`src/rtl/riscv_pkg.sv`:
```
// Shared fetch/decode definitions: fetch FSM states, the NOP bubble word and
// the base-ISA opcodes the controller decodes.
package riscv_pkg;

    typedef enum logic [1:0] {
        S_REQ  = 2'd0,
        S_WAIT = 2'd1,
        S_HOLD = 2'd2
    } fetch_state_t;

    localparam logic [6:0] OP_R      = 7'b0110011;
    localparam logic [6:0] OP_I      = 7'b0010011;
    localparam logic [6:0] OP_LOAD   = 7'b0000011;
    localparam logic [6:0] OP_STORE  = 7'b0100011;
    localparam logic [6:0] OP_BRANCH = 7'b1100011;
    localparam logic [6:0] OP_LUI    = 7'b0110111;
    localparam logic [6:0] OP_AUIPC  = 7'b0010111;
    localparam logic [6:0] OP_JAL    = 7'b1101111;
    localparam logic [6:0] OP_JALR   = 7'b1100111;

    // ADDI x0, x0, 0: what the controller sees whenever no instruction is held.
    localparam logic [31:0] NOP_INSTR = {12'h000, 5'd0, 3'b000, 5'd0, OP_I};

endpackage

```
`src/rtl/fetch_unit.sv`:
```
// Instruction fetch stage: owns the fetch PC, issues one word request at a time
// and holds the returned instruction for the controller until it is consumed.
module fetch_unit
    import riscv_pkg::*;
#(
    parameter int              XLEN     = 32,
    parameter logic [XLEN-1:0] RESET_PC = {XLEN{1'b0}}
) (
    input  logic            clk,
    input  logic            rst,
    output logic            imem_req_valid,
    input  logic            imem_req_ready,
    output logic [XLEN-1:0] imem_addr,
    input  logic            imem_rsp_valid,
    input  logic [XLEN-1:0] imem_rsp_data,
    input  logic            stall,
    input  logic            redirect_en,
    input  logic [XLEN-1:0] redirect_pc,
    output logic            instr_valid,
    output logic [XLEN-1:0] instr,
    output logic [XLEN-1:0] pc,
    output logic [XLEN-1:0] pc_plus4,
    output logic [6:0]      opcode,
    output logic [2:0]      func3,
    output logic [6:0]      func7
);

    localparam logic [XLEN-1:0] PC_STEP = XLEN'(3'd4);

    fetch_state_t    state_q, state_d;
    logic [XLEN-1:0] fetch_pc_q, fetch_pc_d;
    logic            kill_q, kill_d;
    logic            req_valid_q, req_valid_d;
    logic            instr_valid_q, instr_valid_d;
    logic [XLEN-1:0] instr_q, instr_d;
    logic [XLEN-1:0] pc_q, pc_d;
    logic [XLEN-1:0] pc_plus4_q, pc_plus4_d;
    logic [XLEN-1:0] redirect_tgt_s;

    assign redirect_tgt_s = {redirect_pc[XLEN-1:2], 2'b00};

    // Next-state and datapath update for the request/wait/hold sequence.
    always_comb begin
        state_d       = state_q;
        fetch_pc_d    = fetch_pc_q;
        kill_d        = kill_q;
        instr_valid_d = instr_valid_q;
        instr_d       = instr_q;
        pc_d          = pc_q;
        case (state_q)
            S_REQ: begin
                if (req_valid_q && imem_req_ready) begin
                    // A same-cycle redirect still lets the old address go out; its data is killed.
                    state_d = S_WAIT;
                    if (redirect_en) begin
                        fetch_pc_d = redirect_tgt_s;
                        kill_d     = 1'b1;
                    end else begin
                        kill_d     = 1'b0;
                    end
                end else if (redirect_en) begin
                    fetch_pc_d = redirect_tgt_s;
                end else begin
                    state_d = S_REQ;
                end
            end
            S_WAIT: begin
                if (imem_rsp_valid) begin
                    if (redirect_en) begin
                        fetch_pc_d = redirect_tgt_s;
                        kill_d     = 1'b0;
                        state_d    = S_REQ;
                    end else if (kill_q) begin
                        kill_d  = 1'b0;
                        state_d = S_REQ;
                    end else begin
                        instr_d       = imem_rsp_data;
                        pc_d          = fetch_pc_q;
                        instr_valid_d = 1'b1;
                        state_d       = S_HOLD;
                    end
                end else if (redirect_en) begin
                    fetch_pc_d = redirect_tgt_s;
                    kill_d     = 1'b1;
                end else begin
                    state_d = S_WAIT;
                end
            end
            S_HOLD: begin
                if (!stall) begin
                    fetch_pc_d    = redirect_en ? redirect_tgt_s : (pc_q + PC_STEP);
                    instr_valid_d = 1'b0;
                    instr_d       = NOP_INSTR;
                    state_d       = S_REQ;
                end else begin
                    state_d = S_HOLD;
                end
            end
            default: begin
                state_d = S_REQ;
            end
        endcase
        req_valid_d = (state_d == S_REQ);
        pc_plus4_d  = pc_d + PC_STEP;
    end

    // State and output registers; reset abandons any outstanding request.
    always_ff @(posedge clk or posedge rst) begin
        if (rst) begin
            state_q       <= S_REQ;
            fetch_pc_q    <= RESET_PC;
            kill_q        <= 1'b0;
            req_valid_q   <= 1'b0;
            instr_valid_q <= 1'b0;
            instr_q       <= NOP_INSTR;
            pc_q          <= RESET_PC;
            pc_plus4_q    <= RESET_PC + PC_STEP;
        end else begin
            state_q       <= state_d;
            fetch_pc_q    <= fetch_pc_d;
            kill_q        <= kill_d;
            req_valid_q   <= req_valid_d;
            instr_valid_q <= instr_valid_d;
            instr_q       <= instr_d;
            pc_q          <= pc_d;
            pc_plus4_q    <= pc_plus4_d;
        end
    end

    assign imem_req_valid = req_valid_q;
    assign imem_addr      = fetch_pc_q;
    assign instr_valid    = instr_valid_q;
    assign instr          = instr_q;
    assign pc             = pc_q;
    assign pc_plus4       = pc_plus4_q;
    assign opcode         = instr_q[6:0];
    assign func3          = instr_q[14:12];
    assign func7          = instr_q[31:25];

endmodule

```
`config.mk`:
```
export PLATFORM = sky130hd
export DESIGN_NAME = fetch_unit
export DESIGN_NICKNAME = d
export VERILOG_FILES = /design/src/rtl/riscv_pkg.sv /design/src/rtl/fetch_unit.sv
export SDC_FILE = /design/constraint.sdc
export NUM_CORES = 1
export LEC_CHECK = 0
export BUFFER_PORTS_ARGS = -buffer_cell sky130_fd_sc_hd__buf_2
export CAP_MARGIN = 25
export CELL_PAD_IN_SITES_DETAIL_PLACEMENT = 0
export CELL_PAD_IN_SITES_GLOBAL_PLACEMENT = 2
export CORE_AREA = 3 3 147 164
export CTS_CLUSTER_SIZE = 8
export DETAILED_ROUTE_END_ITERATION = 10
export DIE_AREA = 0 0 150 167
export PLACE_DENSITY_LB_ADDON = 0.1
export SLEW_MARGIN = 25
export SYNTH_ARGS = -nofsm -noshare
export SYNTH_HDL_FRONTEND = slang
export SYNTH_SLANG_ARGS = --single-unit
export TNS_END_PERCENT = 20
```
`constraint.sdc`:
```
create_clock -name clk -period 5 [get_ports clk]
set_input_delay 0.25 -clock clk [delete_from_list [all_inputs] [get_ports clk]]
set_output_delay 0.25 -clock clk [all_outputs]
set_load 0.005 [all_outputs]
```
* Word-level counts from Yosys, hierarchy flattened
Index checks and enable logic that the tools add are counted.
Storage, ports and cells: output and inout bits 147, register bits after elaboration 133, input bits 70, logic and storage cells 60
Operators by class: reductions and logical operators 10, add/subtract/negate cells 2, equality and inequality tests 9, muxes and demuxes 31
Operators with widths (number):
- 32-bit 2-to-1 mux | 11
- 32-bit one-hot mux with 2 select lines | 2
- 32-bit by 3-bit adder with 32-bit output, second input constant | 2
- 2-bit 2-to-1 mux | 7
- 2-bit inequality test, second input constant | 5
- 1-bit 2-to-1 mux | 8
- 2-bit one-hot mux with 3 select lines | 1
- 3-bit AND reduction | 2
- 2-bit nonzero test | 3
- 5-bit AND reduction | 1
- 2-bit logical NOT | 2
- 1-bit one-hot mux with 2 select lines | 2
- 3-bit inequality test, second input constant | 1
- 2-bit by 1-bit == test with 1-bit output, second input constant | 1
- 2-bit == test, second input constant | 1
- 2-bit by 1-bit inequality test with 1-bit output, second input constant | 1
- 2-bit OR reduction | 1
- 1-bit logical AND | 1

* Logic depth before layout (Yosys ltp)
Gate-level depths: netlist (run 1).
depth after elaboration 5, mapped depth 15, gate-level depth less buffers 10

* Least setup slack after synthesis (run 1)
Ideal clock, no wire load.
kind reg2reg, start register state_q[1], end register pc_plus4_q[28] (netlist: pc_plus4[28]), cell stages (with the launch flop) 14, data required time 4.921 ns, library setup time 0.079 ns, setup slack 1.919 ns, buffers on the path 3, arrival time 3.001 ns, clock period less this slack 3.081 ns, cells stage by stage dfrtp_1 nand4bb_1 buf_2 nor2_1 clkbuf_1 clkbuf_1 nand2_1 nand2_1 ha_1 inv_1 nor3_1 a32o_1 a21boi_0 xor2_1
On the way: longest elaborated chain between the ends 3
RTL lines:
- start, declared | line fetch_unit.sv:30 | fetch_state_t state_q, state_d;
- start signal, assigned | line fetch_unit.sv:119 | state_q <= state_d;
- 2-bit by 1-bit == test with 1-bit output | line fetch_unit.sv:50 | case (state_q)
- 32-bit 2-to-1 mux | line fetch_unit.sv:50
- named net pc_d[3] | line fetch_unit.sv:36 | logic [XLEN-1:0] pc_q, pc_d;
- 32-bit by 3-bit adder with 32-bit output | line fetch_unit.sv:104 | pc_plus4_d = pc_d + PC_STEP;
- named net pc_plus4_d[28] | line fetch_unit.sv:37 | logic [XLEN-1:0] pc_plus4_q, pc_plus4_d;
- end signal, assigned | line fetch_unit.sv:117 | pc_plus4_q <= RESET_PC + PC_STEP;
- end signal, assigned | line fetch_unit.sv:126 | pc_plus4_q <= pc_plus4_d;
- end, declared | line fetch_unit.sv:37
The timed path passes the listed nets, and every way through them passes these cells. A chain may end at the register's enable or synchronous reset.

* Worst setup path after layout (run 1)
Ends and elaborated chain as after synthesis.

==> reports/metrics.csv, run 1 <==
stage,metric,value,unit
grt,wire length of the first global-routing pass,36090,µm
floorplanning,row count,58,
floorplanning,die area,0.02505,mm²
yosys,synthesized cell area,0.006506,mm²
drt,remaining antenna violation count,0,
critical_path,Setup crit start kind,flip-flop,
sta,min cycle time layout,3.258,ns
clock_network,H-tree depth,4,
finish,Fillers,2406,
job,Max-cap violations,0,
yosys,syn avg cell area,8.913,µm²
power,"Power, Total",4819,µW
sta,Rel. slew slack,0.3975,
clock_network,CTS max path bufs,2,
floorplanning,Initial Util,0.2874,
critical_path,WS Path Type,flip-flop to flip-flop,
finish,Layout area overhead,29.13,%
clock_network,Sink Count,131,
sta,TNS Setup,0,ns
finish,register area,0.003283,mm²
drt,starting DRC count in detailed routing,265,
grt,vias in the first global route,6245,
floorplanning,Die H,167,µm
yosys,ys flop type,dfrtp_1,
finish,post-layout util,0.3711,
sta,# setup viols final,0,
sta,"Slew Viols, Final",0,
finish,n_diodes,0,
floorplanning,IO Pins,217,
grt,pin count of the biggest net entering global routing,72,
sta,RSZ-0062 raised after global routing,false,
finish,proportion of layout cells with a drive suffix above 1,0.2985,
yosys,"Seq/Total Area, Yosys",0.5046,
finish,area of the multi-input gates,0.002872,mm²
clock_network,CTS tree,built,
yosys,"Distinct cells, synth",49,
sta,Fin. Hold Viols,0,
yosys,Post-Syn Nets,802,
sta,Final Cycle Share,0.6516,
drt,WL final,23120,µm
grt,GRT overflow,0,
clock_network,clock insertion delay at the later pin of the skew report,0.42,ns
drt,DRT Pass-1 Iters,4,
clock_network,"Reg clk slew, reported paths",0.06,ns
run_status,outcome,completed,
critical_path,Crit Path Max Fanout,25,
drt,routed vias/inst,4.887,
place,Port Buffers,214,
critical_path,R2R cell count,12,
sta,Fin Clk Skew,0.01036,ns
sta,slew at the pin closest to its max-slew limit,0.8955,ns
worst_hold_path,Hold Path Class,input pin to asynchronous set/reset pin,
critical_path,Crit. End Element,flip-flop,
sta,Max Freq,306.9,MHz
place,gpl congestion,0.7899,
grt,initial antenna violation count,0,
drt,DR WL/cell,18.82,µm
yosys,#FFs+latches synth,131,
drt,# DRC,0,
floorplanning,Die W,150,µm
critical_path,Critical Path RT,5.33,ns
critical_path,critical path arrival,3.59,ns
finish,nets,987,
power,worst IR drop on VDD,0.1966,mV
clock_network,Resized Gates After CTS,0,
yosys,Syn. warnings,0,
clock_network,CTS buffer count,17,
yosys,Post-synth EDFFs,0,
yosys,Syn Inst Count,730,
grt,GRT Util Overall,0.1859,
power,Power Density,573.6,mW/mm²
yosys,"FFs w/ async S/R, synth",1.000,
floorplanning,Core Area,0.02264,mm²
place,hpwl dp,15910,µm
power,Leak,0.004199,µW
drt,via count,6001,
clock_network,clock root buffer master,clkbuf_16,
-- report_power, final --
part | internal (µW) | switching [µW]
logic | 678 | 789
registers | 1500 | 482
clock network | 877 | 495
total | 3050 | 1770
-- per-stage QoR --
| step | hold slack, ns | worst slack [ns] | instances | cell area (µm²) |
|---|---|---|---|---|
| finish | 0.006890 | 1.742 | 1228 | 8402 |
| global route | 0.008112 | 1.478 | 1228 | 8402 |
| CTS | 0.003495 | 1.718 | 1228 | 8402 |
| detailed placement | 0.4466 | 1.764 | 1193 | 7727 |
| global placement | 0.4403 | 1.796 | 1193 | 7727 |
| floorplan | 0.3332 | 1.259 | 730 | 6506 |
-- what timing repair did --
| action | CTS | global route |
|---|---|---|
| hold buffers | 3 | 0 |
| setup endpoints to repair | 0 | 0 |
| endpoints found under the hold margin | 3 | 0 |
| setup buffers | 0 | 0 |
-- cell type report --
class	instances	share of cell area
Inverter	11	0.005212
Sequential cell	131	0.3908
Timing Repair Buffer	228	0.1409
Clock inverter	12	0.02115
Multi-Input combinational cell	526	0.3418
Clock buffer	20	0.05555
Tap cell	300	0.04468
-- critical path, stage by stage (launching register included) --
cell and delay, ns:
dfrtp_1 0.47, nand4bb_1 0.18, buf_4 0.22, or2_2 0.15, buf_4 0.32, nand2_1 0.09
nand2_1 0.09, ha_1 0.39, inv_1 0.15, nor3_1 0.21, a32o_1 0.45, a21boi_0 0.27
xor2_1 0.18
-- cell usage in the layout, fill, tap and decap left out, types with 4 or more instances in the layout --
cell       instances
a21oi_1           18
and3_1            20
and4_1             6
buf_2            214
buf_4             11
bufinv_16          4
clkbuf_16         17
dfrtp_1          127
dfstp_2            4
inv_1             10
mux2_2             6
mux2i_1           10
nand2_1          177
nand3_1           61
nand4_1           19
nor2_1            36
nor3_1            20
nor4_1            16
o21ai_0           42
o22ai_1            4
o31a_1             4
xnor2_1           26
xor2_1            19
-- registers in the layout (all words and copies together), names as in the netlist --
name,cells
imem_req_valid,1
pc_plus4,32
imem_addr,32
state_q,2
kill_q,1
instr_valid,1
instr,32
pc,30
-- final timing paths --
| check | start | to | slack, ns |
|---|---|---|---|
| max | state_q[1]$_DFF_PP0_ | pc_plus4[28]$_DFF_PP0_ | 1.74 |
| min | rst | imem_addr[2]$_DFFE_PP0P_ | 0.007 |
| max reg2reg | state_q[1]$_DFF_PP0_ | pc_plus4[28]$_DFF_PP0_ | 1.74 |
| min reg2reg | instr_valid$_DFFE_PP0P_ | instr_valid$_DFFE_PP0P_ | 0.48 |
| max in group asynchronous | rst | instr[4]$_DFFE_PP1P_ | 3.95 |
| min in group clk | imem_rsp_data[17] | instr[17]$_DFFE_PP0P_ | 0.03 |
-- synthesized netlist by cell type, types with 2 or more instances --
master,number,share of area
xnor2_1,26,0.035
o22ai_1,4,0.0038
clkbuf_2,2,0.0015
mux2i_1,10,0.015
or4_1,3,0.0035
nor3_1,20,0.015
inv_1,11,0.0063
buf_4,19,0.022
a21o_1,2,0.0023
mux2_2,6,0.010
clkbuf_1,23,0.013
nor2b_1,2,0.0019
nor2_1,38,0.022
a21oi_1,18,0.014
dfrtp_1,127,0.49
ha_1,2,0.0038
nand4_1,19,0.018
buf_2,14,0.011
buf_1,4,0.0023
nor4_1,16,0.015
or3_1,3,0.0029
and4_1,6,0.0081
and3_1,20,0.019
o21ai_0,43,0.033
o31a_1,4,0.0054
a32o_1,2,0.0031
nand3b_1,2,0.0023
nand3_1,61,0.047
a211oi_1,3,0.0035
nand2_1,177,0.10
dfstp_2,4,0.016
a31oi_1,2,0.0019
and2_1,3,0.0029
xor2_1,19,0.026
-- kinds of logic (layout without fill, tap and decap cells) --
group                    Yosys count  after routing  synth area share
AO/OA/AOI/OAI                     85             85           0.07596
XOR/XNOR                          45             45           0.06058
adder cells (fa/ha/maj)            2              2          0.003846
buffers and inverters             73            271           0.05615
flip-flops                       131            131            0.5046
multiplexers                      16             16           0.02577
AND/OR/NAND/NOR                  378            378            0.2731
-- routing by layer --
layer	global-route usage	vias up	wire length, µm
li1	-	2854	-
met2	0.3050	199	10960
met5	0	-	0
met4	0.05173	0	355
met3	0.03701	20	1208
met1	0.2496	2928	10600
Power figures use the tool's default switching activity.
==> run 2, diff against run 1 <==
--- a/config.mk
+++ b/config.mk
@@ -5,14 +5,15 @@
 export SDC_FILE = /design/constraint.sdc
 export NUM_CORES = 1
 export LEC_CHECK = 0
+export ABC_AREA = 1
 export BUFFER_PORTS_ARGS = -buffer_cell sky130_fd_sc_hd__buf_2
 export CAP_MARGIN = 25
 export CELL_PAD_IN_SITES_DETAIL_PLACEMENT = 0
 export CELL_PAD_IN_SITES_GLOBAL_PLACEMENT = 2
-export CORE_AREA = 3 3 147 164
+export CORE_AREA = 3 3 150 167
 export CTS_CLUSTER_SIZE = 8
 export DETAILED_ROUTE_END_ITERATION = 10
-export DIE_AREA = 0 0 150 167
+export DIE_AREA = 0 0 153 170
 export PLACE_DENSITY_LB_ADDON = 0.1
 export SLEW_MARGIN = 25
 export SYNTH_ARGS = -nofsm -noshare
==> constraint.sdc (replaced) <==
create_clock -name clk -period 3.2 [get_ports clk]
set_input_delay 0.16 -clock clk [delete_from_list [all_inputs] [get_ports clk]]
set_output_delay 0.16 -clock clk [all_outputs]
set_load 0.005 [all_outputs]
==> run 2 against run 1 <==
Effect of this change: the flow now finishes with violations (hold timing); sequential share of layout area is 2.7 points lower; register-to-register slack got worse by 1.0 ns; synthesized cell count increased by 15%; worst hold slack got worse by 0.047 ns; core utilization is 1.2 points higher; combinational power is 92% higher; highest routed layer unchanged.
==> reports/metrics.csv, run 2 <==
stage,metric,value,unit
run_status,outcome,"finished, violations left",
run_status,failing checks,hold timing,
yosys,"top cells by area, synth","dfrtp_1, nand2_1, nand3_1",
drt,starting DRC count in detailed routing,329,
drt,DR WL/cell,18.24,µm
sta,Fin Clk Skew,0.01861,ns
yosys,cell with the most instances after synthesis,nand2_1,
clock_network,Sink Count,131,
yosys,synth cell count leaders,"nand2_1, dfrtp_1, nor2_1, inv_1, nand3_1",
yosys,ys flop type,dfrtp_1,
critical_path,crit-path cells,inv_2 > nand2_2 > nor2_4 > nand3_1 > nand2_2 > ha_1 > nand2_1 > nor2_4 > nand2_2 > nor2_2 > nand2_1 > nand2_1 > nand2_1,
sta,Rel. slew slack,0.5076,
drt,WL final,25420,µm
yosys,"Distinct cells, synth",37,
critical_path,WS Path Type,flip-flop to flip-flop,
place,gpl congestion,0.8370,
sta,hold_ws,-0.03961,ns
finish,Fillers,2503,
finish,Layout area overhead,32.88,%
sta,Fin. Hold Viols,40,
grt,GRT Util Overall,0.1953,
finish,nets,1148,
clock_network,hold buffer count at CTS,38,
finish,post-layout util,0.3835,
yosys,Syn. warnings,0,
place,Port Buffers,214,
drt,via count,6388,
clock_network,clock insertion delay at the later pin of the skew report,0.43,ns
place,placed insts,1324,
clock_network,"Reg clk slew, reported paths",0.07,ns
floorplanning,Core Area,0.02355,mm²
sta,slew at the pin closest to its max-slew limit,0.7386,ns
critical_path,Worst R2R Start,state_q[1]$_DFF_PP0_,
floorplanning,Die W,153,µm
sta,"Slew Viols, Final",0,
finish,Post-Layout Inst Area,0.009031,mm²
yosys,"Seq/Total Area, Yosys",0.4831,
floorplanning,Initial Util,0.2886,
job,Max-cap violations,0,
yosys,Post-Syn Nets,913,
finish,register area,0.003283,mm²
clock_network,CTS max path bufs,2,
critical_path,Critical Path Max Stage Delay,0.45,ns
floorplanning,Die H,170,µm
drt,DRT Pass-1 Iters,4,
critical_path,critical path arrival,2.79,ns
power,Leak,0.004519,µW
yosys,share of the synthesized area in the top cell type,0.4676,
clock_network,CTS tree,built,
clock_network,clock root buffer master,clkbuf_16,
yosys,syn avg cell area,8.081,µm²
place,hpwl dp,18850,µm
critical_path,Setup crit start kind,flip-flop,
floorplanning,IO Pins,217,
yosys,#FFs+latches synth,131,
finish,"most common cell after layout, fill and taps aside",nand2_1,
critical_path,Critical Path Source,state_q[1]$_DFF_PP0_,
yosys,synthesized cell area,0.006797,mm²
finish,n_diodes,0,
sta,TNS Setup,0,ns
power,Power Density,860.6,mW/mm²
sta,min cycle time layout,2.472,ns
critical_path,Crit path buffers/inverters,1,
critical_path,Crit path max-delay family,simple AND/OR/NAND/NOR gates,
grt,GRT overflow,0,
place,placed cell areas,0.008058,mm²
critical_path,Crit. End Element,flip-flop,
grt,vias in the first global route,6550,
worst_hold_path,Hold Path Class,input pin to asynchronous set/reset pin,
finish,proportion of layout cells with a drive suffix above 1,0.2911,
sta,Max Freq,404.6,MHz
critical_path,Crit Path Max Fanout,11,
clock_network,Resized Gates After CTS,0,
clock_network,H-tree depth,4,
grt,initial antenna violation count,0,
clock_network,postcts setup bufs,0,
drt,routed vias/inst,4.582,
critical_path,slowest cell on the critical path,dfrtp_1,
finish,"leading cell types in the layout, fill and taps excluded","nand2_1, buf_2, dfrtp_1",
grt,wire length of the first global-routing pass,38950,µm
power,worst IR drop on VDD,0.2770,mV
clock_network,CTS buffer count,17,
yosys,"FFs w/ async S/R, synth",1.000,
floorplanning,row count,59,
drt,# DRC,0,
finish,area of the multi-input gates,0.002927,mm²
critical_path,Critical Path RT,3.52,ns
yosys,Post-synth EDFFs,0,
yosys,Synth area leader,dfrtp_1,
finish,final cell count without fillers,1394,
yosys,Syn Inst Count,841,
sta,Final Cycle Share,0.7724,
grt,pin count of the biggest net entering global routing,132,
critical_path,crit-path most repeated cell,nand2_1,
sta,# setup viols final,0,
drt,remaining antenna violation count,0,
sta,RSZ-0062 raised after global routing,false,
floorplanning,die area,0.02601,mm²
[run 2: cell types whose count changed in the layout (fill, tap and decap cells not counted), moves of 28 or more]
cell           change
nand2_1           +69
inv_1             +62
nor2_1            +40
dlygate4sd3_1     +35
a22o_1            +28
[run 2: cell families (layout without fill, tap and decap cells)]
family                     Yosys count  in the layout  synth area share
buffers and inverters              125            373           0.08984
and+or+nand+nor                    472            472            0.3085
adders and majority gates            2              2          0.003681
AOI/OAI and AO/OA                   96             96           0.09554
xor gates and xnor gates            15             15           0.01933
DFF                                131            131            0.4831
[run 2: power breakdown]
| group | switching, µW | internal, µW | leakage (µW) |
|---|---|---|---|
| Clock | 818 | 1180 | 0.000273 |
| Combinational | 1680 | 1140 | 0.00261 |
| Sequential | 614 | 2340 | 0.00163 |
[run 2: area by class of cell]
class | count | area share
Timing Repair Buffer | 264 | 0.1721
Multi-Input combinational cell | 585 | 0.3241
Clock buffer | 19 | 0.04904
Tap cell | 305 | 0.04226
Sequential cell | 131 | 0.3635
Clock inverter | 13 | 0.01663
Inverter | 77 | 0.03242
[run 2: worst paths after layout]
kind                                                  end  slack (ns)  depth (start not counted)
worst min register to register    instr_valid$_DFFE_PP0P_        0.46                          2
worst min-delay path             imem_addr[1]$_DFFE_PP0P_       -0.04                          3
worst max register to register     pc_plus4[28]$_DFF_PP0_        0.73                         13
worst max-delay path               pc_plus4[28]$_DFF_PP0_        0.73                         13
max in group asynchronous           instr[10]$_DFFE_PP0P_        2.71                          3
min in group clk                imem_addr[22]$_DFFE_PP0P_        0.01                          3
[run 2: per-layer routing]
| layer | part of all wire | routed length, µm | global-route usage |
|---|---|---|---|
| met1 | 0.45 | 11380 | 0.2511 |
| met2 | 0.50 | 12630 | 0.3436 |
| met3 | 0.043 | 1097 | 0.03408 |
| met4 | 0.012 | 310 | 0.04843 |
| met5 | 0 | 0 | 0 |
[run 2: worst reg2reg max path, stage by stage, from the launching register on]
cell and delay, ns:
dfrtp_1 0.45, inv_2 0.10, nand2_2 0.07, nor2_4 0.31
nand3_1 0.18, nand2_2 0.14, ha_1 0.27, nand2_1 0.12
nor2_4 0.19, nand2_2 0.13, nor2_2 0.21, nand2_1 0.08
nand2_1 0.06, nand2_1 0.05
[run 2: stage by stage]
| stage | total power [µW] | setup slack [ns] |
|---|---|---|
| 2_1_floorplan | 4449 | 1.259 |
| 4_1_cts | 7886 | 0.6792 |
| 6_report | 7773 | 0.7282 |
| 3_5_place_dp | 5786 | 0.6012 |
| 5_1_grt | 8352 | 0.5308 |
| 3_3_place_gp | 5810 | 0.6517 |
==> run 3, diff against run 2 <==
--- a/config.mk
+++ b/config.mk
@@ -10,10 +10,10 @@
 export CAP_MARGIN = 25
 export CELL_PAD_IN_SITES_DETAIL_PLACEMENT = 0
 export CELL_PAD_IN_SITES_GLOBAL_PLACEMENT = 2
-export CORE_AREA = 3 3 150 167
+export CORE_AREA = 3 3 159 176
 export CTS_CLUSTER_SIZE = 8
 export DETAILED_ROUTE_END_ITERATION = 10
-export DIE_AREA = 0 0 153 170
+export DIE_AREA = 0 0 162 179
 export PLACE_DENSITY_LB_ADDON = 0.1
 export SLEW_MARGIN = 25
 export SYNTH_ARGS = -nofsm -noshare
==> constraint.sdc (replaced) <==
create_clock -name clk -period 2.2 [get_ports clk]
set_input_delay 0.11 -clock clk [delete_from_list [all_inputs] [get_ports clk]]
set_output_delay 0.11 -clock clk [all_outputs]
set_load 0.005 [all_outputs]
==> run 3 against run 2 <==
Effect of this change: the flow now finishes without violations; sequential share of layout area down 2.2 points; critical path type unchanged; highest routed layer unchanged; final area grew 6.5%; sequential cell count unchanged; clock power increased by 45%; fmax increased by 19%; non-clock buffer count grew 55; final cell count up 7.3%; core utilization is 1.7 points lower; via count up 2.9%; routed wire length rose by 3.9%; first-iteration DRC count grew 21%.
==> reports/metrics.csv, run 3 (same netlist as run 2, synthesis figures left out) <==
stage,metric,value,unit
run_status,outcome,completed,
grt,pin count of the biggest net entering global routing,132,
finish,final cell count without fillers,1496,
clock_network,postcts setup bufs,0,
finish,Fillers,2787,
finish,"leading cell types in the layout, fill and taps excluded","nand2_1, buf_2, dfrtp_1",
worst_hold_path,Hold Path Origin,redirect_pc[3],
critical_path,Critical Path Max Stage Delay,0.40,ns
finish,nets,1203,
sta,slew at the pin closest to its max-slew limit,0.7414,ns
finish,post-layout util,0.3668,
clock_network,CTS max path bufs,2,
grt,Global Route met2 Usage,0.3189,
sta,RSZ-0062 raised after global routing,true,
finish,proportion of layout cells with a drive suffix above 1,0.3217,
critical_path,critical path arrival,2.38,ns
critical_path,Critical Path Source,kill_q$_DFFE_PP0P_,
drt,WL final,26400,µm
critical_path,crit-path cells,nor2_4 > nand3_4 > o21ai_2 > ha_1 > nand2_1 > nor2_4 > nand2_2 > nor2_2 > nand2_1 > nand2_1 > nand2_1,
grt,GRT overflow,0,
drt,via count,6575,
drt,# DRC,0,
grt,vias in the first global route,6802,
sta,setup ws final,0.1274,ns
drt,DRT Pass-1 Iters,5,
sta,"Slew Viols, Final",0,
place,pre-CTS setup slack,0.07635,ns
sta,Fin Clk Skew,0.01066,ns
clock_network,clock insertion delay at the later pin of the skew report,0.42,ns
finish,n_diodes,0,
drt,DR WL/cell,17.65,µm
clock_network,CTS buffer count,17,
power,worst IR drop on VDD,0.4998,mV
grt,M3 GR Usage,0.03235,
floorplanning,Core Area,0.02622,mm²
drt,starting DRC count in detailed routing,398,
power,Leak,0.004808,µW
sta,min cycle time layout,2.073,ns
sta,Rel. slew slack,0.5057,
finish,Layout area overhead,41.51,%
clock_network,CTS tree,built,
drt,remaining antenna violation count,0,
place,placed insts,1413,
critical_path,crit-path most repeated cell,nand2_1,
sta,Max Freq,482.5,MHz
critical_path,Critical Path RT,2.51,ns
floorplanning,IO Pins,217,
critical_path,Worst R2R Start,kill_q$_DFFE_PP0P_,
sta,Fin. Hold Viols,0,
critical_path,Crit Path Max Fanout,7,
clock_network,Sink Count,131,
grt,initial antenna violation count,0,
critical_path,Setup crit start kind,flip-flop,
finish,area of the multi-input gates,0.002952,mm²
floorplanning,row count,62,
sta,hold_ws,0.01223,ns
floorplanning,Die W,162,µm
drt,routed vias/inst,4.395,
place,hpwl dp,19850,µm
grt,wire length of the first global-routing pass,40890,µm
floorplanning,Die H,179,µm
critical_path,Crit. End Element,flip-flop,
sta,Final Cycle Share,0.9421,
job,Max-cap violations,0,
worst_hold_path,Hold Path Class,input pin to flip-flop,
power,Power Density,1224,mW/mm²
grt,M1 GR Usage,0.2459,
place,gpl congestion,0.7981,
critical_path,slowest cell on the critical path,dfrtp_1,
finish,register area,0.003283,mm²
grt,gr busiest metal,met2,
clock_network,"Reg clk slew, reported paths",0.06,ns
clock_network,H-tree depth,4,
floorplanning,Initial Util,0.2592,
floorplanning,die area,0.02900,mm²
sta,# setup viols final,0,
grt,GRT Util Overall,0.1855,
critical_path,WS Path Type,flip-flop to flip-flop,
place,Port Buffers,214,
clock_network,clock root buffer master,clkbuf_16,
finish,"most common cell after layout, fill and taps aside",nand2_1,
power,"Power, Total",11780,µW
## run 3: metrics by stage
| stage | TNS (ns) | area (µm²) |
|---|---|---|
| 6_report | 0 | 9618 |
| 5_1_grt | -0.06989 | 9618 |
| 4_1_cts | 0 | 9589 |
| 3_5_place_dp | 0 | 8494 |
| 3_3_place_gp | 0 | 8494 |
| 2_1_floorplan | 0 | 6800 |
## run 3: worst max-delay path: cells and delay by family, from the launching register on
kind / cells / cell delay, ns
and+or+nand+nor: 9 / 1.12
DFF: 1 / 0.40
adders and majority gates: 1 / 0.20
AOI/OAI and AO/OA: 1 / 0.23
## run 3: area by class of cell
| class | count | area share |
|---|---|---|
| Clock buffer | 19 | 0.04501 |
| Tap cell | 352 | 0.04579 |
| Timing Repair Buffer | 319 | 0.2148 |
| Clock inverter | 13 | 0.01574 |
| Sequential cell | 131 | 0.3414 |
| Inverter | 77 | 0.03044 |
| Multi-Input combinational cell | 585 | 0.3069 |
## run 3: path summary, 6_finish.rpt
path	end	slack [ns]	cells after the start
worst max-delay path	pc_plus4[28]$_DFF_PP0_	0.13	11
worst min-delay path	imem_addr[3]$_DFFE_PP0P_	0.01	3
worst max register to register	pc_plus4[28]$_DFF_PP0_	0.13	11
worst min register to register	instr_valid$_DFFE_PP0P_	0.47	2
max in group asynchronous	pc[22]$_DFF_PP0_	1.20	4
min in group asynchronous	instr[23]$_DFFE_PP0P_	0.47	4
## run 3: timing repair
action / 4_1_cts / 5_1_grt
hold buffers: 51 / 0
endpoints found under the setup margin: 0 / 13
hold endpoints to repair: 177 / 0
resized for setup: 0 / 11
## run 3: routing by layer
metal  part of all wire  wire, µm
met2               0.48     12770
met5                  0         0
met4              0.010       263
met1               0.46     12090
met3              0.048      1275
## run 3: power by group
part	internal, µW	leakage [µW]	switching, µW
Combinational	2040	0.00290	2600
Sequential	3400	0.00163	839
Clock	1690	0.000271	1200
Total	7140	0.00481	4640
